===== src/rtl/rf_seq_if.sv =====
// Bus bundle between the instruction fetch/execute side and the rf_seq sequencer.
// The master modport drives instructions, results and done; the slave modport is the sequencer.
interface rf_seq_if;
   logic [31:0] instr;
   logic        instr_valid;
   logic        instr_ready;
   logic [31:0] result;
   logic        result_valid;
   logic        rf_done;
   logic [4:0]  Rx;
   logic [4:0]  Ry;
   logic [4:0]  Rz;
   logic [5:0]  opcode;
   logic [31:0] data;
   logic        set;
   logic        wrt;
   logic        busy;
   logic        err;

   modport master (
      output instr, instr_valid, result, result_valid, rf_done,
      input  instr_ready, Rx, Ry, Rz, opcode, data, set, wrt, busy, err
   );

   modport slave (
      input  instr, instr_valid, result, result_valid, rf_done,
      output instr_ready, Rx, Ry, Rz, opcode, data, set, wrt, busy, err
   );
endinterface


===== src/rtl/rf_seq.sv =====
// Register-file sequencer: accepts one instruction, clears the RF done flag, optionally waits
// for an execute result, then writes or waits for done with a sticky timeout error.
module rf_seq #(
   parameter int unsigned DONE_TIMEOUT = 15
) (
   input logic    clk,
   input logic    rst_n,
   rf_seq_if.slave bus
);

   typedef enum logic [2:0] {StIdle, StClear, StRead, StExec, StWrite, StWait} state_e;

   state_e      state_q, state_d;
   logic [5:0]  opcode_q, opcode_d;
   logic [4:0]  rx_q, rx_d, ry_q, ry_d, rz_q, rz_d;
   logic [15:0] imm_q, imm_d;
   logic [31:0] data_q, data_d;
   logic [3:0]  cnt_q, cnt_d;
   logic        err_q, err_d;
   logic [4:0]  cnt_inc;
   logic        timeout;

   assign cnt_inc = {1'b0, cnt_q} + 5'd1;
   assign timeout = (cnt_inc == 5'(DONE_TIMEOUT));

   always_ff @(posedge clk or negedge rst_n) begin
      if (!rst_n) begin
         state_q  <= StIdle;
         opcode_q <= '0;
         rx_q     <= '0;
         ry_q     <= '0;
         rz_q     <= '0;
         imm_q    <= '0;
         data_q   <= '0;
         cnt_q    <= '0;
         err_q    <= 1'b0;
      end else begin
         state_q  <= state_d;
         opcode_q <= opcode_d;
         rx_q     <= rx_d;
         ry_q     <= ry_d;
         rz_q     <= rz_d;
         imm_q    <= imm_d;
         data_q   <= data_d;
         cnt_q    <= cnt_d;
         err_q    <= err_d;
      end
   end

   always_comb begin
      state_d  = state_q;
      opcode_d = opcode_q;
      rx_d     = rx_q;
      ry_d     = ry_q;
      rz_d     = rz_q;
      imm_d    = imm_q;
      data_d   = data_q;
      cnt_d    = cnt_q;
      err_d    = err_q;

      unique case (state_q)
         StIdle: begin
            if (bus.instr_valid) begin
               opcode_d = bus.instr[31:26];
               rz_d     = bus.instr[25:21];
               rx_d     = bus.instr[20:16];
               ry_d     = bus.instr[15:11];
               imm_d    = bus.instr[15:0];
               state_d  = StClear;
            end
         end
         StClear: begin
            cnt_d   = '0;
            state_d = StRead;
         end
         StRead: begin
            if (opcode_q == 6'd13 || opcode_q == 6'd14) begin
               state_d = StWait;
            end else if (opcode_q == 6'd10) begin
               data_d  = {16'h0000, imm_q};
               state_d = StWrite;
            end else begin
               state_d = StExec;
            end
         end
         StExec: begin
            if (bus.result_valid) begin
               data_d  = bus.result;
               state_d = StWrite;
            end
         end
         StWrite, StWait: begin
            if (bus.rf_done) begin
               state_d = StIdle;
            end else begin
               // Saturate so a stalled RF can never wrap the counter.
               if (cnt_q != 4'hF) cnt_d = cnt_inc[3:0];
               if (timeout) begin
                  err_d   = 1'b1;
                  state_d = StIdle;
               end
            end
         end
         default: state_d = StIdle;
      endcase
   end

   assign bus.busy        = (state_q != StIdle);
   assign bus.instr_ready = (state_q == StIdle);
   assign bus.set         = (state_q == StClear);
   assign bus.wrt         = (state_q == StWrite);
   assign bus.err         = err_q;
   assign bus.opcode      = opcode_q;
   assign bus.Rx          = rx_q;
   assign bus.Ry          = ry_q;
   assign bus.Rz          = rz_q;
   assign bus.data        = data_q;

endmodule

===== src/flat_wrapper.sv =====
// flat-port wrapper written by rule: the top's interface ports become plain ports
module rf_seq_flat 
#(
   parameter int unsigned DONE_TIMEOUT = 15
)
  (clk, rst_n, bus_instr, bus_instr_valid, bus_result, bus_result_valid, bus_rf_done, bus_instr_ready, bus_Rx, bus_Ry, bus_Rz, bus_opcode, bus_data, bus_set, bus_wrt, bus_busy, bus_err);
  rf_seq_if bus_i ();
  input logic clk;
  input logic rst_n;
  input wire logic [$bits(bus_i.instr)-1:0] bus_instr;
  input wire logic [$bits(bus_i.instr_valid)-1:0] bus_instr_valid;
  input wire logic [$bits(bus_i.result)-1:0] bus_result;
  input wire logic [$bits(bus_i.result_valid)-1:0] bus_result_valid;
  input wire logic [$bits(bus_i.rf_done)-1:0] bus_rf_done;
  output wire logic [$bits(bus_i.instr_ready)-1:0] bus_instr_ready;
  output wire logic [$bits(bus_i.Rx)-1:0] bus_Rx;
  output wire logic [$bits(bus_i.Ry)-1:0] bus_Ry;
  output wire logic [$bits(bus_i.Rz)-1:0] bus_Rz;
  output wire logic [$bits(bus_i.opcode)-1:0] bus_opcode;
  output wire logic [$bits(bus_i.data)-1:0] bus_data;
  output wire logic [$bits(bus_i.set)-1:0] bus_set;
  output wire logic [$bits(bus_i.wrt)-1:0] bus_wrt;
  output wire logic [$bits(bus_i.busy)-1:0] bus_busy;
  output wire logic [$bits(bus_i.err)-1:0] bus_err;
  assign bus_i.instr = bus_instr;
  assign bus_i.instr_valid = bus_instr_valid;
  assign bus_i.result = bus_result;
  assign bus_i.result_valid = bus_result_valid;
  assign bus_i.rf_done = bus_rf_done;
  assign bus_instr_ready = bus_i.instr_ready;
  assign bus_Rx = bus_i.Rx;
  assign bus_Ry = bus_i.Ry;
  assign bus_Rz = bus_i.Rz;
  assign bus_opcode = bus_i.opcode;
  assign bus_data = bus_i.data;
  assign bus_set = bus_i.set;
  assign bus_wrt = bus_i.wrt;
  assign bus_busy = bus_i.busy;
  assign bus_err = bus_i.err;
  rf_seq #(.DONE_TIMEOUT(DONE_TIMEOUT)) u_core (.clk(clk), .rst_n(rst_n), .bus(bus_i));
endmodule

===== config.mk =====
export PLATFORM = sky130hd
export DESIGN_NAME = rf_seq_flat
export DESIGN_NICKNAME = d
export VERILOG_FILES = /design/src/rtl/rf_seq_if.sv /design/src/rtl/rf_seq.sv /design/src/flat_wrapper.sv
export SDC_FILE = /design/constraint.sdc
export NUM_CORES = 1
export LEC_CHECK = 0
export BUFFER_PORTS_ARGS = -buffer_cell sky130_fd_sc_hd__buf_2
export CAP_MARGIN = 5
export CORE_ASPECT_RATIO = 1.75
export CORE_UTILIZATION = 50
export CTS_CLUSTER_DIAMETER = 30
export DETAILED_ROUTE_END_ITERATION = 8
export PLACE_DENSITY_LB_ADDON = 0.25
export SLEW_MARGIN = 25
export SYNTH_ARGS = -nofsm -noshare
export SYNTH_HDL_FRONTEND = slang
export SYNTH_SLANG_ARGS = --single-unit

===== constraint.sdc =====
create_clock -name clk -period 3.07 [get_ports clk]
set_clock_uncertainty 0.05 [all_clocks]
set_input_delay 0.1535 -clock clk [delete_from_list [all_inputs] [get_ports clk]]
set_output_delay 0.1535 -clock clk [all_outputs]
set_load 0.005 [all_outputs]

==> metrics.md, run 1 <==
| Metric | Value |
|---|---|
| Reg2Reg Setup Slack | `0.85 ns` |
| CTS Root Cell | `clkbuf_16` |
| Pwr/cell area | `985 mW/mm2` |
| DR iter-0 viols | `124` |
| CTS buffer count | `9` |
| Leading area contributor after synthesis | `dfrtp_1` |
| Initial DRT Pass Iterations | `4` |
| I/O pin count | `127` |
| Crit share post-route | `72.2%` |
| Register area share after synthesis | `54.1%` |
| Avg WL per Cell | `15.6 um` |
| EDFF count, synth | `0` |
| Final net count | `491` |
| Congestion Overflow GR | `0` |
| Syn Area/Cell | `11.8 um2` |
| Setup crit end kind | `register` |
| TNS Setup | `0 ns` |
| Hold Crit Class | `in2reg` |
| Mapped cell area | `0.00333 mm2` |
| Crit Path Category | `reg2reg` |
| Layout Cells excl Fill | `504` |
| Share of layout cells above drive strength 1 | `47.6%` |
| Setup Viol. Count Final | `0` |
| Lkg Pwr | `2.18 nW` |
| Buffers on Ports | `126` |
| Layout Utilization | `68.0%` |
| Routed vias/inst | `5.25` |
| Global-route wire length before repair | `12200 um` |
| # rows | `39` |
| Fillers | `526` |
| Hold Path Stages | `2` |
| Yosys Warn Count | `0` |
| Crit start category | `register` |
| H-tree Lvls | `3` |
| Core Area | `0.00649 mm2` |
| Worst rel slew slack | `44.7%` |
| Hold path endpoint | `u_core.bus.Rx[1]$_DFFE_PN0P_` |
| DRC Markers | `0` |
| Worst reg2reg path depth | `4` |
| FMAX | `0.451 GHz` |
| Gr usage total | `23.6%` |
| Asr flop ratio synth | `100%` |
| Top-area cell type share of the netlist area | `54.1%` |
| Maximum VDD drop | `0.618 mV` |
| Cell count after synthesis | `283` |
| CTS-repair resized insts | `0` |
| Netlist cell types | `40` |
| Hold Violations, Final | `0` |
| Vias in the first global route | `2728` |
| Status | `finished, final reports clean` |
| WL final | `7870 um` |
| Dpl cells | `471` |
| Die Y | `110 um` |
| Worst endpoint required time | `3.20 ns` |
| RSZ-0062 raised after global routing | `no` |
| Register bit count reported by yosys | `72` |
| Reg2reg end | `u_core.bus.data[16]$_DFFE_PN0P_` |
| Largest net degree at the start of global routing | `33` |
| Slew @ Worst Pin | `0.830 ns` |
| Crit path time final | `2.22 ns` |
| Syn_nets | `354` |
| Starting Density | `51.3%` |
| CTS tree | `done` |
| Antenna cells | `0` |
| CTS max path bufs | `2` |
| ANT nets after route | `0` |
| Post-DP HPWL | `5380 um` |
| R2R Path Start | `u_core.bus.opcode[5]$_DFFE_PN0P_` |
| Dominant cells by area after synthesis | `dfrtp_1 54%, mux2_2 10%, mux2i_1 4.8%` |
| P&R area growth vs syn | `32.6%` |
| Worst-path clk slew | `0.05 ns` |
| Hold Startpoint | `bus_instr[17]` |
| Ys flop type | `dfrtp_1` |
| Pre-CTS setup slack | `0.854 ns` |
| Initial antenna violation count | `0` |
| RePlAce Congestion | `0.783` |
| Setup WS post-layout | `0.853 ns` |
| Clk Latency, worst-skew pair | `0.33 ns` |
| Crit-path max FO | `32` |
| Die area | `0.00700 mm2` |
| Die Wd | `63.7 um` |
| Fin. max-slew vios | `0` |
| Total number of vias | `2644` |
| Clock Sinks | `72` |
| Max Cap Violations | `0` |
| Critical path arrival | `2.35 ns` |
[metrics by stage]
step                instance area, um2  hold WS [ns]  power [mW]
global route                      4410       0.00208        4.67
global placement                  3950         0.159        3.37
floorplan                         3330        -0.192        2.83
CTS                               4400      0.000231        4.40
finish                            4410        0.0129        4.35
detailed placement                3950         0.160        3.43
[worst max-delay path, cell delays in order, from the launching register on]
cell and delay, ns:
dfrtp_1 0.38, or3b_4 0.42, o41ai_4 0.30, and2_2 0.73
o21ai_0 0.16
[logic make-up after synthesis]
| logic type | Yosys count | share of synthesized area, % |
|---|---|---|
| DFF | 72 | 54.1 |
| AOI/OAI and AO/OA | 68 | 14.1 |
| buffers and inverters | 49 | 7.41 |
| muxes | 48 | 15.6 |
| and+or+nand+nor | 42 | 7.48 |
| xor gates and xnor gates | 2 | 0.526 |
| adders and majority gates | 2 | 0.752 |
[layer usage]
metal  vias up  GRT usage (%)  wire [um]
met1      1281           24.2       2900
met2        82           42.2       4370
li1       1260              -          -
met4         0           13.6        236
met5         -              0          0
met3        21           7.05        364
[registers in the layout, indices dropped and copies added (netlist names)]
register           flops
u_core.bus.Rx          5
u_core.state_q         3
u_core.bus.Rz          5
u_core.bus.data       32
u_core.imm_q          16
u_core.bus.err         1
u_core.bus.opcode      6
u_core.cnt_q           4
[layout by cell type (no fill, tap or decap), types with 2 or more instances in the layout]
| master | count |
|---|---|
| a21oi_2 | 10 |
| buf_2 | 126 |
| nor2b_1 | 2 |
| nand4_1 | 17 |
| o21ai_1 | 4 |
| nand2b_1 | 3 |
| o21ai_2 | 10 |
| nor2_1 | 5 |
| o21ai_0 | 9 |
| inv_1 | 23 |
| dfrtp_1 | 72 |
| nand2_1 | 4 |
| clkbuf_16 | 9 |
| mux2_2 | 31 |
| xor2_1 | 2 |
| clkbuf_8 | 2 |
| ha_1 | 2 |
| nand3b_1 | 2 |
| dlygate4sd3_1 | 20 |
| a21oi_1 | 24 |
| nor3_1 | 2 |
| buf_4 | 6 |
| mux2i_1 | 16 |
[Yosys cell counts (2+ instances only)]
library cell,n
nor2b_1,3
a21oi_1,24
mux2_2,31
nand2b_1,3
and2_1,2
nand2_1,4
buf_4,9
ha_1,2
a21oi_2,10
buf_6,3
nand3b_1,2
o21ai_1,4
buf_1,3
buf_2,5
nor3_1,2
mux2i_1,16
nor2_1,5
nand4_1,17
o21ai_2,10
inv_1,23
clkbuf_1,6
dfrtp_1,72
xor2_1,2
o21ai_0,9
[final cells by class]
class / instances / area (um2) / share of cell area [%]
clock inverter: 1 / 5.00 / 0.113
multi-input combinational: 162 / 1280 / 29.1
sequential: 72 / 1800 / 40.8
clock buffer: 12 / 256 / 5.81
timing repair buffer: 152 / 876 / 19.9
inverter: 23 / 86.3 / 1.96
tap: 82 / 103 / 2.33
[report_power, final]
| part | internal (mW) | leakage [nW] | switching, mW | total, mW |
|---|---|---|---|---|
| Combinational | 0.861 | 1.19 | 0.869 | 1.73 |
| Sequential | 1.41 | 0.860 | 0.287 | 1.69 |
| Clock | 0.575 | 0.130 | 0.350 | 0.925 |
[repair_timing]
item                      4_1_cts  5_1_grt
hold buffers                   19        1
setup buffers                   0        0
hold endpoints to repair       44        1
[worst max-delay path by stage]
stage | startpoint | to | slack, ns | depth (start not counted)
4_1_cts | u_core.state_q[2]$_DFFE_PN0P_ | u_core.bus.data[17]$_DFFE_PN0P_ | 0.84 | 3
3_3_place_gp | u_core.bus.opcode[5]$_DFFE_PN0P_ | u_core.bus.data[16]$_DFFE_PN0P_ | 0.88 | 4
6_report | u_core.bus.opcode[5]$_DFFE_PN0P_ | u_core.bus.data[16]$_DFFE_PN0P_ | 0.85 | 4
2_1_floorplan | u_core.bus.opcode[5]$_DFFE_PN0P_ | u_core.bus.data[10]$_DFFE_PN0P_ | 1.18 | 6
3_5_place_dp | u_core.bus.opcode[5]$_DFFE_PN0P_ | u_core.bus.data[17]$_DFFE_PN0P_ | 0.85 | 4
5_1_grt | u_core.state_q[2]$_DFFE_PN0P_ | u_core.bus.data[17]$_DFFE_PN0P_ | 0.63 | 3
Note: power is estimated with default switching activity, not from simulation.
==> run 2, diff against run 1 <==
Settings changed: CORE_UTILIZATION 50 to 44.
Clock period 3.07 ns to 1.9 ns, I/O delays scaled along.
==> run 2 against run 1 <==
Non-clock buffer count grew 35. Critical path depth is 1 higher. Core utilization decreased by 1.7 points. Sequential share of layout area down 3.5 points. Clock power is 70% higher. Combinational power grew 77%. Design area increased by 9.5%. Worst hold slack got worse by 0.0021 ns. Setup slack worse by 0.75 ns. Largest power group unchanged. Highest routed layer unchanged.
==> metrics.md, run 2 (same netlist as run 1, synthesis figures left out) <==
| Metric | Value |
|---|---|
| Max FFs per register | `32 (unchanged)` |
| R2R Path Start | `u_core.bus.opcode[5]$_DFFE_PN0P_ (unchanged)` |
| RePlAce Congestion | `0.806 (was 0.783)` |
| Core Area | `0.00728 mm2 (was 0.00649 mm2)` |
| Die area | `0.00793 mm2 (was 0.00700 mm2)` |
| Avg WL per Cell | `15.4 um (was 15.6 um)` |
| Lkg Pwr | `2.35 nW (was 2.18 nW)` |
| Global-route wire length before repair | `13400 um (was 12200 um)` |
| Worst endpoint required time | `2.06 ns (was 3.20 ns)` |
| I/O pin count | `127 (unchanged)` |
| Total number of vias | `2817 (was 2644)` |
| CTS max path bufs | `2 (unchanged)` |
| Crit Path Category | `reg2reg (unchanged)` |
| Flop pwr share | `37.1% (was 38.9%)` |
| Reg2Reg Setup Slack | `0.11 ns (was 0.85 ns)` |
| Hold path endpoint | `u_core.bus.data[14]$_DFFE_PN0P_ (was u_core.bus.Rx[1]$_DFFE_PN0P_)` |
| Crit share post-route | `94.4% (was 72.2%)` |
| Fillers | `587 (was 526)` |
| H-tree Lvls | `3 (unchanged)` |
| Congestion Overflow GR | `0 (unchanged)` |
| Post-DP HPWL | `5570 um (was 5380 um)` |
| Vias in the first global route | `2898 (was 2728)` |
| RSZ-0062 raised after global routing | `no (unchanged)` |
| Hold Violations, Final | `0 (unchanged)` |
| Initial DRT Pass Iterations | `4 (unchanged)` |
| CTS Root Cell | `clkbuf_16 (unchanged)` |
| Maximum VDD drop | `0.903 mV (was 0.618 mV)` |
| CTS tree | `done (unchanged)` |
| Initial antenna violation count | `0 (unchanged)` |
| DRC Markers | `0 (unchanged)` |
| FMAX | `0.558 GHz (was 0.451 GHz)` |
| Max Cap Violations | `0 (unchanged)` |
| Post-CTS Setup Repair Bufs | `0 (unchanged)` |
| Worst hold slack | `0.0109 ns (was 0.0129 ns)` |
| Sw power | `2.54 mW (was 1.51 mW)` |
| Worst rel slew slack | `47.5% (was 44.7%)` |
| Hold Path Stages | `3 (was 2)` |
| Commonest non-fill, non-tap cell in the layout | `buf_2 (unchanged)` |
| Most frequent cells in the layout | `125 x buf_2, 72 x dfrtp_1, 49 x dlygate4sd3_1 (was 126 x buf_2, 72 x dfrtp_1, 31 x mux2_2)` |
| Setup Viol. Count Final | `0 (unchanged)` |
| Switching fraction of total power | `34.5% (was 34.7%)` |
| Starting Density | `45.7% (was 51.3%)` |
| Gr usage total | `23.2% (was 23.6%)` |
| ANT nets after route | `0 (unchanged)` |
| Antenna cells | `0 (unchanged)` |
| Clk pwr share | `21.4% (was 21.3%)` |
| Routed vias/inst | `5.16 (was 5.25)` |
| Crit-path max FO | `17 (was 32)` |
| Final net count | `526 (was 491)` |
| Clk Latency, worst-skew pair | `0.33 ns (about the same)` |
| Largest net degree at the start of global routing | `64 (was 33)` |
| Crit start category | `register (unchanged)` |
| Die Y | `117 um (was 110 um)` |
| Die Wd | `67.7 um (was 63.7 um)` |
| # rows | `41 (was 39)` |
| Reg2reg end | `u_core.bus.data[16]$_DFFE_PN0P_ (unchanged)` |
| Buffers on Ports | `126 (unchanged)` |
| Pwr Total | `7.36 mW (was 4.35 mW)` |
| Clock Sinks | `72 (unchanged)` |
| Hold Crit Class | `in2reg (unchanged)` |
| Gate power share | `41.6% (was 39.8%)` |
| Share of layout cells above drive strength 1 | `45.4% (was 47.6%)` |
| P&R area growth vs syn | `45.1% (was 32.6%)` |
| Setup crit end kind | `register (unchanged)` |
| Hold Startpoint | `bus_result[14] (was bus_instr[17])` |
| CTS buffer count | `9 (unchanged)` |
| Status | `finished, final reports clean (unchanged)` |
| Worst reg2reg path depth | `5 (was 4)` |
| Fin. max-slew vios | `0 (unchanged)` |
| DR iter-0 viols | `120 (was 124)` |
| Internal power | `4.82 mW (was 2.84 mW)` |
| WL final | `8420 um (was 7870 um)` |
| Pwr/cell area | `1520 mW/mm2 (was 985 mW/mm2)` |
| Slew @ Worst Pin | `0.788 ns (was 0.830 ns)` |
| TNS Setup | `0 ns (unchanged)` |
| Worst-path clk slew | `0.05 ns (about the same)` |
| Critical path arrival | `1.96 ns (was 2.35 ns)` |
| Crit path time final | `1.79 ns (was 2.22 ns)` |
run 2: cell count changes in the layout (fill, tap and decap cells not counted), sizes merged:
cell         before  now
clkbuf           12   14
clkinvlp          0    1
dlygate4sd3      20   49
buf             132  138
run 2: what timing repair did:
action,CTS,global route
endpoints found under the hold margin,109,0
resized for setup,0,0
hold buffers,49,0
run 2: worst max-delay path by stage:
stage | startpoint | end | slack (ns) | cells past startpoint
2_1_floorplan | u_core.bus.opcode[5]$_DFFE_PN0P_ | u_core.bus.data[10]$_DFFE_PN0P_ | 0.01 | 6
4_1_cts | u_core.bus.opcode[5]$_DFFE_PN0P_ | u_core.bus.data[30]$_DFFE_PN0P_ | 0.08 | 5
5_1_grt | u_core.state_q[1]$_DFFE_PN0P_ | u_core.imm_q[14]$_DFFE_PN0P_ | 0.003 | 4
3_3_place_gp | u_core.bus.opcode[5]$_DFFE_PN0P_ | u_core.bus.data[16]$_DFFE_PN0P_ | 0.11 | 5
3_5_place_dp | u_core.bus.opcode[5]$_DFFE_PN0P_ | u_core.bus.data[16]$_DFFE_PN0P_ | 0.08 | 5
6_report | u_core.bus.opcode[5]$_DFFE_PN0P_ | u_core.bus.data[16]$_DFFE_PN0P_ | 0.11 | 5
run 2: metrics by stage:
stage / instances / area, um2 / utilization [%] / setup WS (ns)
finish: 546 / 4830 / 66.3 / 0.107
global route: 546 / 4830 / 66.3 / 0.00344
CTS: 546 / 4830 / 66.3 / 0.0784
detailed placement: 481 / 4050 / 55.6 / 0.0830
global placement: 481 / 4050 / 55.6 / 0.114
floorplan: 283 / 3330 / - / 0.0107
run 2: power by group through the flow:
stage	Sequential, mW	Combinational, mW	Clock [mW]
4_1_cts	2.74	3.08	1.62
3_5_place_dp	2.75	2.99	0
6_report	2.73	3.06	1.57
5_1_grt	2.82	3.39	1.68
2_1_floorplan	2.70	1.87	0
3_3_place_gp	2.70	2.92	0
run 2: layout make-up:
type / instances / area (um2) / area share (%)
timing repair buffer: 187 / 1260 / 26.2
inverter: 23 / 86.3 / 1.79
clock buffer: 14 / 274 / 5.67
sequential: 72 / 1800 / 37.3
clock inverter: 2 / 12.5 / 0.259
tap: 86 / 108 / 2.23
multi-input combinational: 162 / 1280 / 26.6
run 2: critical path: stages (launching register included):
cell     delay (ns)
dfrtp_1        0.38
or3b_4         0.42
o41ai_4        0.31
and2_2         0.25
buf_12         0.17
o21ai_0        0.08
run 2: layer usage:
metal | share of wire [%] | track usage, %
met1 | 37 | 25.3
met2 | 55 | 40.7
met3 | 5.0 | 6.01
met4 | 2.6 | 10.9
met5 | 0 | 0
